<file path="config.mk">
export PLATFORM = sky130hd
export DESIGN_NAME = lane_cap_drain
export DESIGN_NICKNAME = d
export VERILOG_FILES = /design/src/rtl/lane_cap_drain.sv
export SDC_FILE = /design/constraint.sdc
export NUM_CORES = 1
export LEC_CHECK = 0
export ABC_AREA = 1
export CORE_MARGIN = 1
export CORE_UTILIZATION = 60
export CTS_BUF_LIST = sky130_fd_sc_hd__clkbuf_4
export DETAILED_ROUTE_END_ITERATION = 7
export PLACE_DENSITY = 0.88
export SETUP_SLACK_MARGIN = 0.2
export SYNTH_ARGS = -nofsm -noshare
export SYNTH_HDL_FRONTEND = slang
export SYNTH_SLANG_ARGS = --single-unit
</file>
<file path="constraint.sdc">
create_clock -name clk -period 4.5 [get_ports clk]
set_input_delay 0.9 -clock clk [delete_from_list [all_inputs] [get_ports clk]]
set_output_delay 0.9 -clock clk [all_outputs]
set_load 0.02 [all_outputs]
</file>
<file path="src/rtl/lane_cap_drain.sv">
// Lane capacity drain: per-lane down-counters and the green-phase sequencer
// that serves lanes round-robin, draining each as cars pass.
module lane_cap_drain #(
    parameter int unsigned CAP_W       = 4,
    parameter int unsigned GAP_TIMEOUT = 8
) (
    input  logic             clk,
    input  logic             rst_n,
    input  logic [8:0]       load_word,
    input  logic             start,
    input  logic             car_pass,
    output logic [3:0]       green,
    output logic [CAP_W-1:0] c1,
    output logic [CAP_W-1:0] c2,
    output logic [CAP_W-1:0] c3,
    output logic [CAP_W-1:0] c4,
    output logic [3:0]       cap_zero,
    output logic             busy,
    output logic             round_done
);

    localparam int unsigned N_LANES = 4;
    localparam int unsigned LANE_W  = 2;
    localparam int unsigned GAP_W   = 8;

    typedef enum logic [2:0] {
        S_IDLE,
        S_SELECT,
        S_GREEN,
        S_CLEAR,
        S_DONE
    } state_e;

    state_e             state_q, state_d;
    logic [CAP_W-1:0]   cnt_q [N_LANES];
    logic [CAP_W-1:0]   cnt_d [N_LANES];
    logic [LANE_W-1:0]  ptr_q, ptr_d;
    logic [LANE_W-1:0]  lane_q, lane_d;
    logic [GAP_W-1:0]   gap_q, gap_d;
    logic [3:0]         green_q, green_d;
    logic               busy_q, busy_d;
    logic               done_q, done_d;

    logic               sel_found;
    logic [LANE_W-1:0]  sel_lane;
    logic [CAP_W-1:0]   cur_cnt;
    logic               load_unused;

    // Bits 8:7 of the load word carry nothing for this stage.
    assign load_unused = ^load_word[8:7];

    // First nonzero lane at or after the pointer; descending scan so the nearest wins.
    always_comb begin
        sel_found = 1'b0;
        sel_lane  = ptr_q;
        for (int i = N_LANES - 1; i >= 0; i--) begin
            if (cnt_q[ptr_q + LANE_W'(i)] != '0) begin
                sel_found = 1'b1;
                sel_lane  = ptr_q + LANE_W'(i);
            end
        end
    end

    // Next-state, counter and registered-output logic.
    always_comb begin
        state_d = state_q;
        cnt_d   = cnt_q;
        ptr_d   = ptr_q;
        lane_d  = lane_q;
        gap_d   = gap_q;
        cur_cnt = cnt_q[lane_q];
        green_d = '0;
        busy_d  = 1'b0;
        done_d  = 1'b0;

        unique case (state_q)
            S_IDLE: begin
                if (load_word[6]) begin
                    cnt_d[load_word[5:4]] = CAP_W'(load_word[3:0]);
                end
                if (start) begin
                    state_d = S_SELECT;
                end
            end
            S_SELECT: begin
                if (sel_found) begin
                    state_d = S_GREEN;
                    lane_d  = sel_lane;
                    gap_d   = '0;
                end else begin
                    state_d = S_DONE;
                end
            end
            S_GREEN: begin
                if (car_pass && (cur_cnt != '0)) begin
                    cnt_d[lane_q] = cur_cnt - CAP_W'(1);
                    gap_d         = '0;
                    if (cur_cnt == CAP_W'(1)) begin
                        state_d = S_CLEAR;
                        ptr_d   = lane_q + LANE_W'(1);
                    end
                end else begin
                    gap_d = gap_q + GAP_W'(1);
                    if (gap_d == GAP_W'(GAP_TIMEOUT)) begin
                        state_d = S_CLEAR;
                        ptr_d   = lane_q + LANE_W'(1);
                    end
                end
            end
            S_CLEAR: begin
                state_d = S_SELECT;
            end
            S_DONE: begin
                state_d = S_IDLE;
            end
            default: begin
                state_d = S_IDLE;
            end
        endcase

        if (state_d == S_GREEN) begin
            green_d[lane_d] = 1'b1;
        end
        busy_d = (state_d != S_IDLE);
        done_d = (state_d == S_DONE);
    end

    // State, counters and output registers.
    always_ff @(posedge clk or negedge rst_n) begin
        if (!rst_n) begin
            state_q <= S_IDLE;
            for (int i = 0; i < N_LANES; i++) begin
                cnt_q[i] <= '0;
            end
            ptr_q   <= '0;
            lane_q  <= '0;
            gap_q   <= '0;
            green_q <= '0;
            busy_q  <= 1'b0;
            done_q  <= 1'b0;
        end else begin
            state_q <= state_d;
            cnt_q   <= cnt_d;
            ptr_q   <= ptr_d;
            lane_q  <= lane_d;
            gap_q   <= gap_d;
            green_q <= green_d;
            busy_q  <= busy_d;
            done_q  <= done_d;
        end
    end

    // Zero flags straight from the count registers.
    always_comb begin
        cap_zero = '0;
        for (int i = 0; i < N_LANES; i++) begin
            cap_zero[i] = (cnt_q[i] == '0);
        end
    end

    assign green      = green_q;
    assign busy       = busy_q;
    assign round_done = done_q;
    assign c1         = cnt_q[0];
    assign c2         = cnt_q[1];
    assign c3         = cnt_q[2];
    assign c4         = cnt_q[3];

endmodule

</file>
== Yosys cells after proc, flatten, opt, wreduce, memory -nomap -nowiden ==
Index checks and enable logic that the tools add are counted.
Word-level totals
  flip-flop bits (word level): 37
  input port bits: 13
  output and inout bits: 26
  logic and storage cells: 114
Operators by class
  $add $sub $neg: 6
  order comparisons: 10
  equality and inequality tests: 11
  mux-type cells: 49
  bitwise gates (word level): 6
  reductions and logical operators: 21
Operator list (count)
  $mux W4: 13
  $bmux W4 S2: 5
  $bwmux W16: 2
  $mux W16: 2
  $pmux W16 S2: 1
  $reduce_bool A4 Y1: 5
  $ge A3 B3 Y1 const B: 6
  $mux W2: 9
  $not A2 Y3: 6
  $demux W4 S2: 2
  $logic_not A4 Y1: 4
  $mux W8: 2
  $pmux W8 S2: 1
  $mux W3: 5
  $pmux W3 S4: 1
  $eq A3 B2 Y1 const B: 3
  $add A8 B1 Y8 const B: 1
  $eq A8 B4 Y1 const B: 1
  $lt A3 B1 Y1 const B: 2
  $ne A2 B2 Y1 const B: 3
  $reduce_and A3 Y1: 2
  $reduce_bool A2 Y1: 3
  $mux W1: 5
  $add A2 B1 Y2 const B: 2
  other kinds (13): 17

== Depth between registers and ports, before layout ==
  word-level depth: 17
  mapped depth: 15
  gate-level depth less buffers: 15

== Least setup slack after synthesis ==
Ideal clock, no wire load.
  kind: register -> output
  start: register cnt_q, in the netlist c4[0]
  end: output port cap_zero[3]
  data arrival time: 1232 ps
  slack: 2368 ps
  stages on the path, launching flop included: 2
  path through: dfrtp_1 > nor4_1
Between the ends
  word-level cells in the longest chain between the ends: 1
Ends and longest elaborated chain
  from (decl): RTL line 35  | logic [CAP_W-1:0] cnt_q [N_LANES];
  from (signal assigned): RTL line 143  | cnt_q <= cnt_d;
  $logic_not A4 Y1: RTL line 157  | cap_zero[i] = (cnt_q[i] == '0);
  to (decl): RTL line 17  | output logic [3:0] cap_zero,
No other way between the ends.

== Worst setup path after layout ==
Same ends and word-level chain as after synthesis.

==> impl_metrics.csv <==
group,metric,value,unit
outcome,status,"complete, no violations",
die,fp.dieH,65.4,um
setup_path,worst-path-max-fanout,6,
die,dieArea,0.00428,mm^2
sta,layout_min_cycle_time,2.66,ns
placement,numPortBuffers,36,
logic_synthesis,synth-compound-area-share,13.5,%
clock_network,cts.sinks,37,
logic_synthesis,synth-xor-area-share,0.363,%
sta,hold_viol,0,
global_route,grt_use_total,28.8,%
placement,dp_slack,2.11,ns
detailed_routing,dr.pass1.iters,6,
power_and_ir_drop,peakVddDrop,0.000469,V
final_layout,num-nets-final,404,
logic_synthesis,avgSynthCellArea,7.05,um^2
sta,finalWorstSetupSlack,1.84,ns
setup_path,cp.required,3.60,ns
final_layout,n_antenna_cell,0,
run,max-cap-violations,0,
setup_path,critical_path_class,"reg -> out",
power_and_ir_drop,power.leakage,1.44,nW
detailed_routing,first_iter_violations,182,
global_route,grt_max_degree,38,
setup_path,reg2reg_slack,2.04,ns
detailed_routing,wl_per_cell,12.8,um
clock_network,tritoncts,"done",
clock_network,clk_pin_slew,0.11,ns
sta,finalSetupTns,0,ns
placement,dp_hpwl,4.12,mm
sta,max_freq,0.376,GHz
sta,finalMaxSlewViolations,0,
setup_path,path_cells,"nor4_1 -> clkdlybuf4s50_1",
global_route,grt_pass1_vias,2114,
final_layout,fin_util,76.6,%
setup_path,critPathSlowestCell,"clkdlybuf4s50_1",
setup_path,start_kind,"register",
final_layout,layout_commonest_cell,"nand2_1",
logic_synthesis,synth_area,0.00241,mm^2
detailed_routing,viasPerCell,5.53,
clock_network,cts_resized,0,
global_route,globalRouteOverflowTotal,0,
logic_synthesis,synth_top_area_share,38.4,%
final_layout,syn_to_final_growth,19.7,%
logic_synthesis,ys_seq_elements,37,
logic_synthesis,muxShareOfSynthArea,0,%
detailed_routing,routed_wirelength,5.52,mm
sta,setup_violations,0,
sta,timing.slew.headroom,46.8,%
logic_synthesis,synth_area_leader_cell,"dfrtp_1",
detailed_routing,drc,0,
logic_synthesis,synth_top_family_by_area,"simple AND/OR/NAND/NOR gates",
die,ios,39,
logic_synthesis,syn_nets,363,
setup_path,worst_setup_path_end_kind,"output pin",
logic_synthesis,synth_area_leaders,"dfrtp_1, nand2_1, nand3_1, inv_1, nor2_1",
clock_network,clock_latency,0.36,ns
global_route,grt_antenna_before_repair,0,
setup_path,cp.arrival,1.76,ns
clock_network,cts_hold_buf,0,
die,core,0.00377,mm^2
detailed_routing,via_count,2390,
logic_synthesis,synth_cell_types,35,
logic_synthesis,ys_seq_area_share,38.4,%
sta,min_period_over_period,59.1,%
die,start_util,64.0,%
sta,hold_slack,0.545,ns
global_route,grt_pass1_wl,9.42,mm
clock_network,clock-root-buffer,"clkbuf_4",
logic_synthesis,yosys_warnings,0,
die,row_count,22,
clock_network,clock_path_buffers,2,
worst_hold_path,hp-class,"reg -> reg",
die,die_w,65.4,um
logic_synthesis,synthAdderAreaFrac,4.15,%
setup_path,crit_path_max_incr_delay,0.64,ns
placement,place_congestion,0.890,
final_layout,layout-drive-gt1-share,9.64,%
detailed_routing,drtAntennaViolNets,0,
final_layout,layout_common_cells,"nand2_1, dfrtp_1, clkdlybuf4s50_1",
sta,rsz0062_at_grt,"false",
clock_network,post_cts_buffers,0,
clock_network,cts_htree_levels,2,
sta,fin_skew,0.0139,ns
power_and_ir_drop,power.density,767,mW/mm^2
sta,worst_pin_slew,0.798,ns
logic_synthesis,synthCells,342,
power_and_ir_drop,power.total,2.21,mW
logic_synthesis,synthSimpleGateAreaFrac,35.7,%
clock_network,numCtsBuffers,5,
==> power breakdown <==
part	total (mW)	switching (mW)	internal [mW]
Clock	0.231	0.116	0.115
Sequential	0.591	0.150	0.441
Combinational	1.39	0.872	0.519
==> routing by layer <==
layer | routed length, um | GRT usage, % | up-vias
li1 | - | - | 1202
met1 | 2440 | 38.5 | 1093
met2 | 2600 | 46.0 | 81
met3 | 361 | 7.64 | 14
met4 | 110 | 8.15 | 0
met5 | 0 | 0 | -
==> stage by stage <==
step | instances | area, um^2
floorplan | 342 | 2410
global route | 432 | 2890
global placement | 424 | 2810
detailed placement | 424 | 2810
CTS | 432 | 2890
finish | 432 | 2890
==> final timing paths <==
path                                startpoint                 to  cells past startpoint
max                          c4[0]$_DFFE_PN0P_        cap_zero[3]                      2
min                          c1[2]$_DFFE_PN0P_  c1[2]$_DFFE_PN0P_                      2
max reg2reg                lane_q[0]$_DFF_PN0_  c1[3]$_DFFE_PN0P_                     12
min reg2reg                  c1[2]$_DFFE_PN0P_  c1[2]$_DFFE_PN0P_                      2
max in group asynchronous                rst_n  c4[3]$_DFFE_PN0P_                      1
min in group asynchronous                rst_n  c2[2]$_DFFE_PN0P_                      1
==> critical path: cells and delay by family (launching register included) <==
kind          cells  cell delay (ns)
buf+inv           1             0.64
simple gates      1             0.29
flops             1             0.48
==> kinds of logic after synthesis <==
kind of cell    Yosys count
compound gates           52
flops                    37
xor+xnor                  1
buf+inv                  47
fa+ha+maj                 8
simple gates            197
==> cell usage after synthesis (all sizes together) <==
| cell | instances |
|---|---|
| nand4 | 4 |
| nor2 | 35 |
| a22oi | 1 |
| or2 | 1 |
| nand3b | 2 |
| o22ai | 13 |
| a31oi | 3 |
| ha | 8 |
| a21boi | 1 |
| inv | 45 |
| nand3 | 30 |
| xor2 | 1 |
| nor3 | 2 |
| buf | 2 |
| dfrtp | 37 |
| nor4 | 2 |
| nand2 | 121 |
| a32o | 1 |
| a32oi | 1 |
| a21oi | 8 |
| o21ai | 24 |
==> area by class of cell <==
cell class	count	area [um^2]
sequential	37	926
clock inverter	3	41.3
tap	48	60.1
multi-input combinational	258	1300
clock buffer	5	37.5
inverter	45	171
timing repair buffer	36	355
fill	295	883
==> state kept, by name, summed over array words and instances, names as in the netlist <==
signal,count
green,4
gap_q,8
c4,4
c1,4
c2,4
ptr_q,2
busy,1
c3,4
state_q,3
lane_q,2
round_done,1
Note: power is estimated with default switching activity, not from simulation.
